`config.mk`:
```
export PLATFORM = sky130hd
export DESIGN_NAME = div_sequencer
export DESIGN_NICKNAME = d
export VERILOG_FILES = /design/src/rtl/div_sequencer.sv
export SDC_FILE = /design/constraint.sdc
export NUM_CORES = 1
export LEC_CHECK = 0
export CORE_MARGIN = 5
export CORE_UTILIZATION = 45
export CTS_BUF_LIST = sky130_fd_sc_hd__clkbuf_4
export CTS_CLUSTER_SIZE = 8
export DETAILED_ROUTE_END_ITERATION = 6
export GPL_ROUTABILITY_DRIVEN = 0
export PLACE_DENSITY_LB_ADDON = 0.1
export SLEW_MARGIN = 20
export SYNTH_ARGS = -nofsm -noshare
export SYNTH_HDL_FRONTEND = slang
export SYNTH_SLANG_ARGS = --single-unit
```
`constraint.sdc`:
```
create_clock -name clk -period 2.1 [get_ports clk]
set_clock_uncertainty 0.2 [all_clocks]
set_input_delay 0.42 -clock clk [delete_from_list [all_inputs] [get_ports clk]]
set_output_delay 0.42 -clock clk [all_outputs]
set_load 0.05 [all_outputs]
```
`src/rtl/div_sequencer.sv`:
```
// -----------------------------------------------------------------------------
// div_sequencer
//
// Feeds operand pairs to an external iterative divider controller and presents
// the results on a valid/ready output channel. A 2-entry in-order FIFO decouples
// the producer from the divider. A small FSM issues one division at a time.
//
// Optional feature (compile-time macro DIV_SEQ_DBZ_CHECK_EN):
//   A popped divisor of zero bypasses the divider. The result is
//   quotient = all ones, remainder = dividend, out_dbz = 1.
//   Without the macro, zero divisors go to the divider like any other
//   operand, and out_dbz is tied to 0.
//
// Ports
//   clk            rising-edge clock; the only clock
//   rst            synchronous reset, active low
//   in_valid/in_ready, in_dividend, in_divisor   operand input channel
//   div_start      one-cycle start pulse to the divider
//   div_dividend, div_divisor   operands for the divider (from operand regs)
//   div_ready      divider idle flag
//   div_quotient, div_remainder   divider results
//   out_valid/out_ready, out_quotient, out_remainder, out_dbz   result channel
// -----------------------------------------------------------------------------
module div_sequencer #(
   parameter int WIDTH = 8
) (
   input  logic             clk,
   input  logic             rst,
   input  logic             in_valid,
   output logic             in_ready,
   input  logic [WIDTH-1:0] in_dividend,
   input  logic [WIDTH-1:0] in_divisor,
   output logic             div_start,
   output logic [WIDTH-1:0] div_dividend,
   output logic [WIDTH-1:0] div_divisor,
   input  logic             div_ready,
   input  logic [WIDTH-1:0] div_quotient,
   input  logic [WIDTH-1:0] div_remainder,
   output logic             out_valid,
   input  logic             out_ready,
   output logic [WIDTH-1:0] out_quotient,
   output logic [WIDTH-1:0] out_remainder,
   output logic             out_dbz
);

   typedef enum logic [2:0] {
      IDLE,
      START,
      WAIT_BUSY,
      WAIT_DONE,
      DONE
   } state_t;

   state_t state_q, state_d;

   // FIFO storage, pointers and occupancy
   logic [WIDTH-1:0] fifo_dvd_q [2];
   logic [WIDTH-1:0] fifo_dvs_q [2];
   logic             wr_ptr_q, wr_ptr_d;
   logic             rd_ptr_q, rd_ptr_d;
   logic [1:0]       count_q, count_d;
   logic             push;
   logic             pop;

   // Operand and result registers
   logic [WIDTH-1:0] opa_q, opa_d;
   logic [WIDTH-1:0] opb_q, opb_d;
   logic [WIDTH-1:0] quo_q, quo_d;
   logic [WIDTH-1:0] rem_q, rem_d;

`ifdef DIV_SEQ_DBZ_CHECK_EN
   logic dbz_q, dbz_d;
`endif

   // in_ready looks only at registered occupancy so it never depends on a
   // pop happening in the same cycle.
   assign in_ready = rst && (count_q != 2'd2);
   assign push     = in_valid && in_ready;

   // FIFO entries carry no reset; occupancy alone says which are meaningful.
   for (genvar gi = 0; gi < 2; gi++) begin : g_fifo
      always_ff @(posedge clk) begin
         if (push && (wr_ptr_q == 1'(gi))) begin
            fifo_dvd_q[gi] <= in_dividend;
            fifo_dvs_q[gi] <= in_divisor;
         end
      end
   end

   always_comb begin
      state_d = state_q;
      opa_d   = opa_q;
      opb_d   = opb_q;
      quo_d   = quo_q;
      rem_d   = rem_q;
      pop     = 1'b0;
`ifdef DIV_SEQ_DBZ_CHECK_EN
      dbz_d   = dbz_q;
`endif
      case (state_q)
         IDLE: begin
            // Waiting for div_ready also drains any division left running
            // by a reset, so its result is never picked up.
            if ((count_q != 2'd0) && div_ready) begin
               pop     = 1'b1;
               opa_d   = fifo_dvd_q[rd_ptr_q];
               opb_d   = fifo_dvs_q[rd_ptr_q];
               state_d = START;
`ifdef DIV_SEQ_DBZ_CHECK_EN
               if (fifo_dvs_q[rd_ptr_q] == '0) begin
                  quo_d   = '1;
                  rem_d   = fifo_dvd_q[rd_ptr_q];
                  dbz_d   = 1'b1;
                  state_d = DONE;
               end
`endif
            end
         end
         START: state_d = WAIT_BUSY;
         WAIT_BUSY: begin
            if (!div_ready) begin
               state_d = WAIT_DONE;
            end
         end
         WAIT_DONE: begin
            if (div_ready) begin
               quo_d   = div_quotient;
               rem_d   = div_remainder;
`ifdef DIV_SEQ_DBZ_CHECK_EN
               dbz_d   = 1'b0;
`endif
               state_d = DONE;
            end
         end
         DONE: begin
            if (out_ready) begin
               state_d = IDLE;
            end
         end
         default: state_d = IDLE;
      endcase
   end

   // Pointers are one bit wide, so toggling is the modulo-2 wrap.
   always_comb begin
      wr_ptr_d = wr_ptr_q ^ push;
      rd_ptr_d = rd_ptr_q ^ pop;
      count_d  = count_q + {1'b0, push} - {1'b0, pop};
   end

   always_ff @(posedge clk) begin
      if (!rst) begin
         state_q  <= IDLE;
         wr_ptr_q <= 1'b0;
         rd_ptr_q <= 1'b0;
         count_q  <= 2'd0;
         opa_q    <= '0;
         opb_q    <= '0;
         quo_q    <= '0;
         rem_q    <= '0;
`ifdef DIV_SEQ_DBZ_CHECK_EN
         dbz_q    <= 1'b0;
`endif
      end else begin
         state_q  <= state_d;
         wr_ptr_q <= wr_ptr_d;
         rd_ptr_q <= rd_ptr_d;
         count_q  <= count_d;
         opa_q    <= opa_d;
         opb_q    <= opb_d;
         quo_q    <= quo_d;
         rem_q    <= rem_d;
`ifdef DIV_SEQ_DBZ_CHECK_EN
         dbz_q    <= dbz_d;
`endif
      end
   end

   assign div_start     = (state_q == START);
   assign div_dividend  = opa_q;
   assign div_divisor   = opb_q;
   assign out_valid     = (state_q == DONE);
   assign out_quotient  = quo_q;
   assign out_remainder = rem_q;
`ifdef DIV_SEQ_DBZ_CHECK_EN
   assign out_dbz       = dbz_q;
`else
   assign out_dbz       = 1'b0;
`endif

endmodule

```
---- Word-level counts from Yosys, hierarchy flattened ----
Memory sizes are Yosys's and may differ from the RTL's. A register that Yosys moved wholly into a read port is not among the register bits.
Index checks and enable logic that the tools add are counted.
word-level totals
  input bits .............................. 37
  RAM bits ................................ 32
  memories kept ........................... 2
  register bits ........................... 23
memory list
  name        depth  bits a word  rd ports  clocked after Yosys merged registers in  write ports  line  RTL
  fifo_dvd_q  2      8            1         1                                        1            57    logic [WIDTH-1:0] fifo_dvd_q [2];
  fifo_dvs_q  2      8            1         1                                        1            58    logic [WIDTH-1:0] fifo_dvs_q [2];
cells by class
  equal/unequal tests ..................... 9
  bitwise operators ....................... 3
  reductions and logical operators ........ 14
  mux-type cells .......................... 17
  add/subtract/negate cells ............... 2
operators with widths
  cell                  count
  $mux W8               2
  $reduce_or A8 Y1      2
  $pmux W3 S5           1
  $mux W3               4
  $mux W1               10
  $ne A2 B2 Y1 const B  4
  $eq A3 B2 Y1 const B  2
  $logic_and A1 B1 Y1   5
  $reduce_and A2 Y1     2
  $reduce_and A4 Y1     1
  $eq A3 B1 Y1 const B  1
  $eq A3 B3 Y1 const B  1
  $logic_not A3 Y1      1
  $add A2 B1 Y2         1
  $logic_not A1 Y1      2
  $ne A2 B1 Y1 const B  1
  $reduce_bool A2 Y1    1
  $sub A2 B1 Y2         1
  $xor A1 B1 Y1         2
  $not A1 Y1            1

---- Longest topological paths before layout ----
Gate-level depths: netlist of run 1.
  word-level depth ........................ 8
  depth in mapped cells ................... 11
  gate-level depth less buffers ........... 9

---- Worst setup path after synthesis of run 1 ----
No wires, ideal clock.
  path kind ............................... input to register
  from .................................... in rst
  to ...................................... reg count_q[1]
  buffers on the path ..................... 0
  setup time .............................. 0.115 ns
  path slack .............................. -0.475 ns
  stages on the path ...................... 8
  arrival ................................. 2.260 ns
  cell sequence ........................... a21boi_1 -> nand2_1 -> ha_1 -> inv_1 -> ha_1 -> xnor2_1 -> xnor2_1 -> and2_1
between the ends
  longest elaborated chain between the ends .. 4
RTL lines
  item                  line  RTL
  start, declared       28    input logic rst,
  $logic_and A1 B1 Y1   77    assign in_ready = rst && (count_q != 2'd2);
  $logic_and A1 B1 Y1   78    assign push = in_valid && in_ready;
  $add A2 B1 Y2         148   count_d = count_q + {1'b0, push} - {1'b0, pop};
  $sub A2 B1 Y2         148
  end signal, assigned  168   count_q <= count_d;
  end, declared         61    logic [1:0] count_q, count_d;
Several ways; a longest one is shown, not always the timed one.
A chain may end at the register's enable or synchronous reset.

---- Final worst setup path of run 1 ----
  from .................................... in rst
  to ...................................... out in_ready
between the ends
  longest elaborated chain between the ends .. 1
RTL lines
  item                 line  RTL
  $logic_and A1 B1 Y1  77
  end, declared        30    output logic in_ready,
No other way between the ends.

==> impl.org, run 1 <==
** Die
- The core region is 5921 µm².
- Die outline height :: 87.82 µm
- Area of the die :: 7712 µm²
- Number of ports placed on the die boundary :: 73
- The initial utilization of the core area, before any placement, comes to 46.03%.
- Number of cell rows :: 28
- The die is 87.82 µm wide.

** Global route
- The first global-routing pass estimated 8.976 mm of wire.
- Overflow after GRT :: 0
- GRT Resource Usage Total :: 15.51%
- Antenna violations before repair :: 0
- Vias in the first global route :: 1888
- Entering global routing, the biggest net connects 40 pins.

** Cells and area
- Fraction of layout cells with a size suffix above 1 :: 17.61%
- Number of nets in the layout :: 337
- Ant. Diodes :: 0
- Cell area after layout :: 3700 µm²
- Compared with the post-synthesis result, the final layout area differs by 35.77%.

** Synthesis
- Warning count from the yosys run :: 0
- Ranked by total cell area, the synthesized netlist is headed by edfxtp_1, dfxtp_1, mux2i_1.
- Area leader, netlist :: edfxtp_1
- Count of cell types in the netlist :: 29
- Of the post-synthesis cell area, the dominant cell type holds 35.26%.
- Count of state elements after synthesis :: 71
- The cell count after synthesis came out at 218.
- Synthesis produced a netlist with a net count of 259.
- After synthesis, flip-flops and latches occupy 63.91% of the total area.
- Mapped Area :: 2725 µm²
- A synthesized cell averages 12.50 µm².

** Critical path
- The critical path contains buffers and inverters numbering 3 combined.
- In this run the critical register-to-register path is launched from state_q[1].
- STA classifies the critical path endpoint as a primary output.
- For flop-to-flop paths, the worst setup slack is 0.17 ns.
- Cell depth of the worst setup path :: 4
- Critical path launch point type :: input port
- Crit path kind :: input port to primary output
- CP Data Arrival Time :: 1.37 ns
- The signal on the critical path passes through clkdlybuf4s50_1, a21boi_4, buf_4, buf_12.
- Top cell family by delay on the critical path :: buffers and inverters
- The largest single stage delay on the critical path is 0.49 ns.
- The worst register-to-register path has a depth of 8.
- The slowest stage of the critical path belongs to the cell clkdlybuf4s50_1.
- Max FO, Critical Path :: 2
- Tracing the worst setup path back leads to its startpoint at rst.
- Capture point of the worst reg-to-reg path :: count_q[1]
- End point of the critical path :: in_ready
- Data required time of the worst path :: 1.48 ns

** Timing
- Worst-case headroom to the max-slew limit :: 66.36%
- Setup repair after global routing missed its margin :: false
- Derived from the worst setup path, the maximum achievable clock frequency is 503.7 MHz.
- Number of hold violations in the final report :: 0
- Dividing the final minimum period by the clock period gives 94.53%.
- The max-slew violation count was 0.
- Final count of negative-setup-slack endpoints :: 0
- The worst path needs 1.985 ns of the cycle, external delays included.
- Final-layout worst hold slack :: 0.2555 ns
- Worst Tran Pin Value :: 0.5067 ns

** Pwr
- For this design the static power due to leakage is 1.590 nW.
- Total power per unit cell area :: 1084 nW/µm²
- Peak VDD IR :: 0.0005823 V

** Routing
- First-pass iteration count of the detailed router :: 4
- Using the TritonRoute via totals, the vias-per-cell ratio works out to 5.059.
- Routed wirelength normalized by instance count :: 14.98 µm
- Initial DRC Count :: 96
- Final Routed Wirelength :: 5.631 mm
- Across all layers, the routed design uses 1902 vias.
- The detail route stage leaves a number of antenna-violating nets equal to 0.
- Number of remaining DRC errors :: 0

** Clocking
- Deepest clock path buffer count :: 2
- Clock-pin slew was measured on the worst setup and hold paths at 0.11 ns.
- The clock reaches the later pin of the worst-skew pair after 0.39 ns.
- Count of clock tree sinks :: 71
- Clock tree from TritonCTS :: yes
- Clock tree synthesis selected as its root buffer the cell clkbuf_4.
- TritonCTS created 9 clock buffers.
- H-tree depth :: 3
- After clock tree synthesis, the setup repair step added 0 buffers.

** Place
- After detailed placement, the total cell area comes to 3555 µm².
- Port-buffer cells :: 71
- Once detailed placement completed, the half-perimeter wirelength came to 3.666 mm.

** Status
- Status :: completed

** Run
- The tool flagged a number of max-cap violations equal to 0.

** Worst hold path
- The worst hold path belongs to the class flip-flop to flip-flop.
[metrics by stage]
stage	utilization (%)	instances	setup TNS, ns	worst slack, ns	power (W)
finish	62.49	376	0	0.1148	0.004012
global route	62.49	376	0	0.03899	0.004214
CTS	62.45	376	0	0.05712	0.004051
global placement	60.04	360	-5.402	-0.2569	0.003080
detailed placement	60.04	360	-5.570	-0.2563	0.003092
floorplan	-	218	-0.1048	-0.1048	0.002674
[area by class of cell]
cell class | instances | area, µm²
tap | 75 | 93.84
timing repair buffer | 83 | 793.3
multi-input combinational | 128 | 898.4
clock inverter | 6 | 85.08
fill | 514 | 2221
clock buffer | 10 | 75.07
inverter | 3 | 11.26
sequential | 71 | 1743
[synthesized netlist by cell type (all sizes together)]
cell type and instances:
edfxtp 32, ha 4, conb 1, nor3 2, inv 3, buf 12
a21boi 18, nor2b 2, nand2b 1, o21a 1, dfxtp 39, nand2 34
a21oi 1, nor3b 1, xnor2 2, nand3b 1, clkbuf 4, nand3 16
and3 1, o211a 16, and2 5, nor2 2, nand4b 2, o21ai 1
and4b 1, mux2i 16
[layer usage]
metal / routed length (µm) / GRT usage, %
met1: 2460 / 19.01
met2: 2685 / 25.82
met3: 400 / 3.481
met5: 0 / 0
met4: 85 / 7.531
[worst min-delay path by stage]
stage | startpoint | end | slack, ns | cells past startpoint
2_1_floorplan | in_dividend[0] | fifo_dvd_q[0][0] | 0.32 | 0
3_3_place_gp | out_remainder[0] | out_remainder[0] | 0.24 | 2
3_5_place_dp | out_remainder[5] | out_remainder[5] | 0.24 | 2
4_1_cts | out_remainder[5] | out_remainder[5] | 0.26 | 2
5_1_grt | out_remainder[5] | out_remainder[5] | 0.27 | 2
6_report | out_remainder[5] | out_remainder[5] | 0.26 | 2
[power breakdown]
part	total, W	internal (W)	switching [W]	leakage, nW
registers	0.00175	0.00164	0.000109	0.611
logic	0.00130	0.000496	0.000803	0.895
clock network	0.000962	0.000493	0.000469	0.0840
[kinds of logic after synthesis]
group	Yosys count	share of synthesized area, %
DFF	71	63.91
and+or+nand+nor	68	12.31
AOI/OAI and AO/OA	37	11.48
buffers and inverters	19	3.810
muxes	16	5.877
adders and majority gates	4	1.837
xor gates and xnor gates	2	0.6429
other	1	0.1376
[flip-flops by register name (all words and copies together), names as in the netlist]
name,flops
count_q,2
div_dividend,8
div_divisor,8
fifo_dvd_q,16
fifo_dvs_q,16
out_quotient,8
out_remainder,8
rd_ptr_q,1
state_q,3
wr_ptr_q,1
[layout by cell type (no fill, tap or decap), drive strengths merged]
cell type       n
a21boi         18
a21oi           1
and2            5
and3            1
and4b           1
buf            33
bufinv          2
clkbuf         10
clkdlybuf4s50  36
clkinv          3
clkinvlp        1
conb            1
dfxtp          39
dlygate4sd2    14
edfxtp         32
ha              4
inv             3
mux2i          16
nand2          34
nand2b          1
nand3          16
nand3b          1
nand4b          2
nor2            2
nor2b           2
nor3            2
nor3b           1
o211a          16
o21a            1
o21ai           1
xnor2           2
[timing repair]
action,CTS,global route
gates resized for setup,14,1
hold buffers,0,0
pin swaps,0,0
endpoints found under the setup margin,14,1
[worst register-to-register path: cells and delay by family, from the launching register on]
family | cells | cell delay (ns)
xor gates and xnor gates | 2 | 0.25
adders and majority gates | 2 | 0.45
buffers and inverters | 1 | 0.04
DFF | 1 | 0.51
and+or+nand+nor | 3 | 0.39
(Power assumes the default switching activity.)
==> inputs of run 2 (changes only) <==
--- a/config.mk
+++ b/config.mk
@@ -5,7 +5,7 @@
 export SDC_FILE = /design/constraint.sdc
 export NUM_CORES = 1
 export LEC_CHECK = 0
-export CORE_MARGIN = 5
+export CORE_MARGIN = 10
 export CORE_UTILIZATION = 45
 export CTS_BUF_LIST = sky130_fd_sc_hd__clkbuf_4
 export CTS_CLUSTER_SIZE = 8
==> run 2 against run 1 <==
  * Hold slack improved by 0.0049 ns
  * Highest routed layer unchanged
  * Clock-buffer cell count shrank 1
  * Critical path depth is 1 lower
  * Largest power group unchanged
  * Sequential share of layout area increased by 0.40 points
  * Core utilization is 0.16 points lower
  * Combinational power hardly changed
  * Die area is 24% higher
  * Total power fell by 3.2%
  * Final area shrank 0.85%
  * Critical endpoint is now out_valid
  * Global-route usage down 3.1 points
==> impl.org, run 2 (synthesis results as in run 1) <==
** Cells and area
- Relative to the synthesized area, the layout overhead comes to 34.62%.
- The number of antenna repair diodes came to 0 (unchanged).
- Commonest cells after routing, fill and taps aside :: buf_4, dfxtp_1, clkdlybuf4s50_1
- Number of nets in the layout :: 342 (+1.5%)
- Fraction of layout cells with a size suffix above 1 :: 22.88% (+5.3 points)
- The library cell used most frequently in the layout, excluding fill and tap cells, is buf_4.
- The final standard cell area without fillers came to 3669 µm² (-0.85%).
- Largest registers :: fifo_dvd_q: 16 flops, fifo_dvs_q: 16 flops
- The post-layout instance count excluding filler cells is 381 (+1.3%).

** Timing
- Final count of negative-setup-slack endpoints :: 0 (unchanged)
- Final critical-path required period :: 1.978 ns (-0.006857 ns)
- Final Worst Setup Slack :: 0.1216 ns (+0.006857 ns)
- Setup repair after global routing missed its margin :: false
- The number of hold violations in the final report is 0 (unchanged).
- Timing-limited maximum frequency :: 505.5 MHz (+0.35%)
- The total negative slack for setup checks is 0 ns (unchanged).
- The max-slew violation count was 0 (unchanged).
- Period Utilization, post-route :: 94.21% (-0.33 points)

** Die
- The initial core utilization came to 46.30% (+0.27 points).
- The I/O pin count is 73 (unchanged).
- The overall die height came to 97.82 µm (+11%).
- The number of standard-cell rows in the floorplan came to 28 (unchanged).
- The die area came to 9569 µm² (+24%).
- The chip width came to 97.82 µm (+11%).
- Area of the core :: 5886 µm² (-0.59%)

** Routing
- The number of vias per cell was 4.963 (-1.9%).
- The post-detailed-route DRC marker count came to 0 (unchanged).
- Initial DRC Count :: 60 (-38%)
- The routed length per placed instance came to 15.47 µm (+3.3%).
- The number of optimization iterations in the first detailed-route pass was 4 (unchanged).
- The count of nets left with antenna violations after detail routing was 0 (unchanged).
- Vias :: 1891 (-0.58%)
- Final Routed Wirelength :: 5.894 mm (+4.7%)

** Critical path
- Worst path slowest cell :: dfxtp_1
- The worst setup path is launched from a flip-flop.
- Max FO, Critical Path :: 7 (+5)
- The worst register-to-register path begins at state_q[1].
- By startpoint and endpoint, the worst setup path is classified as flip-flop to primary output.
- CP Launch Point :: state_q[1]
- Data required time of the worst path :: 1.48 ns (about the same)
- The worst setup path is captured at a primary output.
- Stage delay of the slowest cell on the critical path :: 0.51 ns (+0.02 ns)
- CP cell instances :: nor2_2, and2_1, buf_12
- The arrival time reported for the critical path endpoint is 1.36 ns (about the same).

** Clocking
- Worst skew pair latency :: 0.41 ns (+0.02 ns)
- Clock tree from TritonCTS :: yes
- The clock-pin transition on the worst setup and hold timing paths is 0.11 ns (about the same).
- Deepest clock path buffer count :: 2 (unchanged)
- Post-CTS setup-driven buffer insertion count :: 0 (unchanged)
- Post-cts hold buffer count :: 0 (unchanged)
- Number of gates resized after cts :: 2 (-12)
- H-tree depth :: 3 (unchanged)
- Num CTS Buffers :: 9 (unchanged)
- Clock tree root buffer cell :: clkbuf_4
- The count of clock tree sinks came to 71 (unchanged).

** Place
- The count of placed standard cells including taps was 365 (+1.4%).
- The number of port buffers was 71 (unchanged).
- Pre-CTS setup slack :: -0.3079 ns (-0.05163 ns)
- Post-DP HPWL :: 4.261 mm (+16%)
- The total cell area at the placement stage is 3537 µm² (-0.49%).

** Pwr
- The standby leakage power is 1.561 nW (-1.8%).
- Peak VDD IR :: 0.0005941 V (+2.0%)
- The power density over the cells was 1059 nW/µm² (-2.3%).
- Overall power of the completed layout :: 0.003885 W (-3.2%)

** Worst hold path
- Hold path startpoint :: out_remainder[4]
- In this run the worst hold path is classified as flip-flop to flip-flop.

** Global route
- Antenna violations before repair :: 0 (unchanged)
- The final global-route overflow total came to 0 (unchanged).
- The global-route wire length before repair was 9.618 mm (+7.2%).
- Pin count of the biggest net entering global routing :: 40 (unchanged)
- The overall fraction of global-route tracks in use is 12.45% (-3.1 points).
- Vias in the first global route :: 1922 (+1.8%)

** Run
- The number of max-cap violations was 0 (unchanged).

** Status
- The run finished with clean final reports.
==> run 2: cell types whose count changed in the layout (fill, tap and decap cells not counted), moves of 2 or more <==
cell / delta
buf_4: +19
dlygate4sd2_1: -12
clkinv_2: +2
buf_12: -2
==> run 2: final timing paths <==
kind,cells past startpoint,slack (ns),to
setup / recovery,3,0.12,out_valid
hold / removal,2,0.26,out_remainder[4]
setup reg to reg,8,0.17,count_q[1]
hold reg to reg,2,0.26,out_remainder[4]
==> run 2: report_power, final <==
part / internal [W] / total, W / switching [W]
Sequential: 0.00164 / 0.00175 / 0.000105
Clock: 0.000352 / 0.000827 / 0.000475
Combinational: 0.000504 / 0.00131 / 0.000807
==> run 2: metal layers <==
layer | part of all wire (%) | global-route usage [%] | up-vias
li1 | - | - | 945
met1 | 45 | 14.88 | 880
met2 | 48 | 19.90 | 55
met3 | 4.8 | 3.594 | 11
met4 | 1.8 | 6.376 | 0
met5 | 0 | 0 | -
==> run 2: per-stage QoR <==
stage,utilization (%),hold WS (ns)
6_report,62.33,0.2604
5_1_grt,62.33,0.2835
3_3_place_gp,60.10,0.2418
3_5_place_dp,60.10,0.2462
2_1_floorplan,-,0.3189
4_1_cts,62.29,0.2630
==> run 2: worst max-delay path, delay by kind of cell (launching register included) <==
family	cells	cell delay [ns]
buf+inv	1	0.15
simple gates	2	0.29
flops	1	0.51
==> run 2: final cells by class <==
type,instances,area [µm²]
Clock buffer,9,67.56
Clock inverter,7,63.81
Fill cell,496,2217
Inverter,3,11.26
Multi-Input combinational cell,128,898.4
Sequential cell,71,1743
Tap cell,75,93.84
Timing Repair Buffer,88,790.8
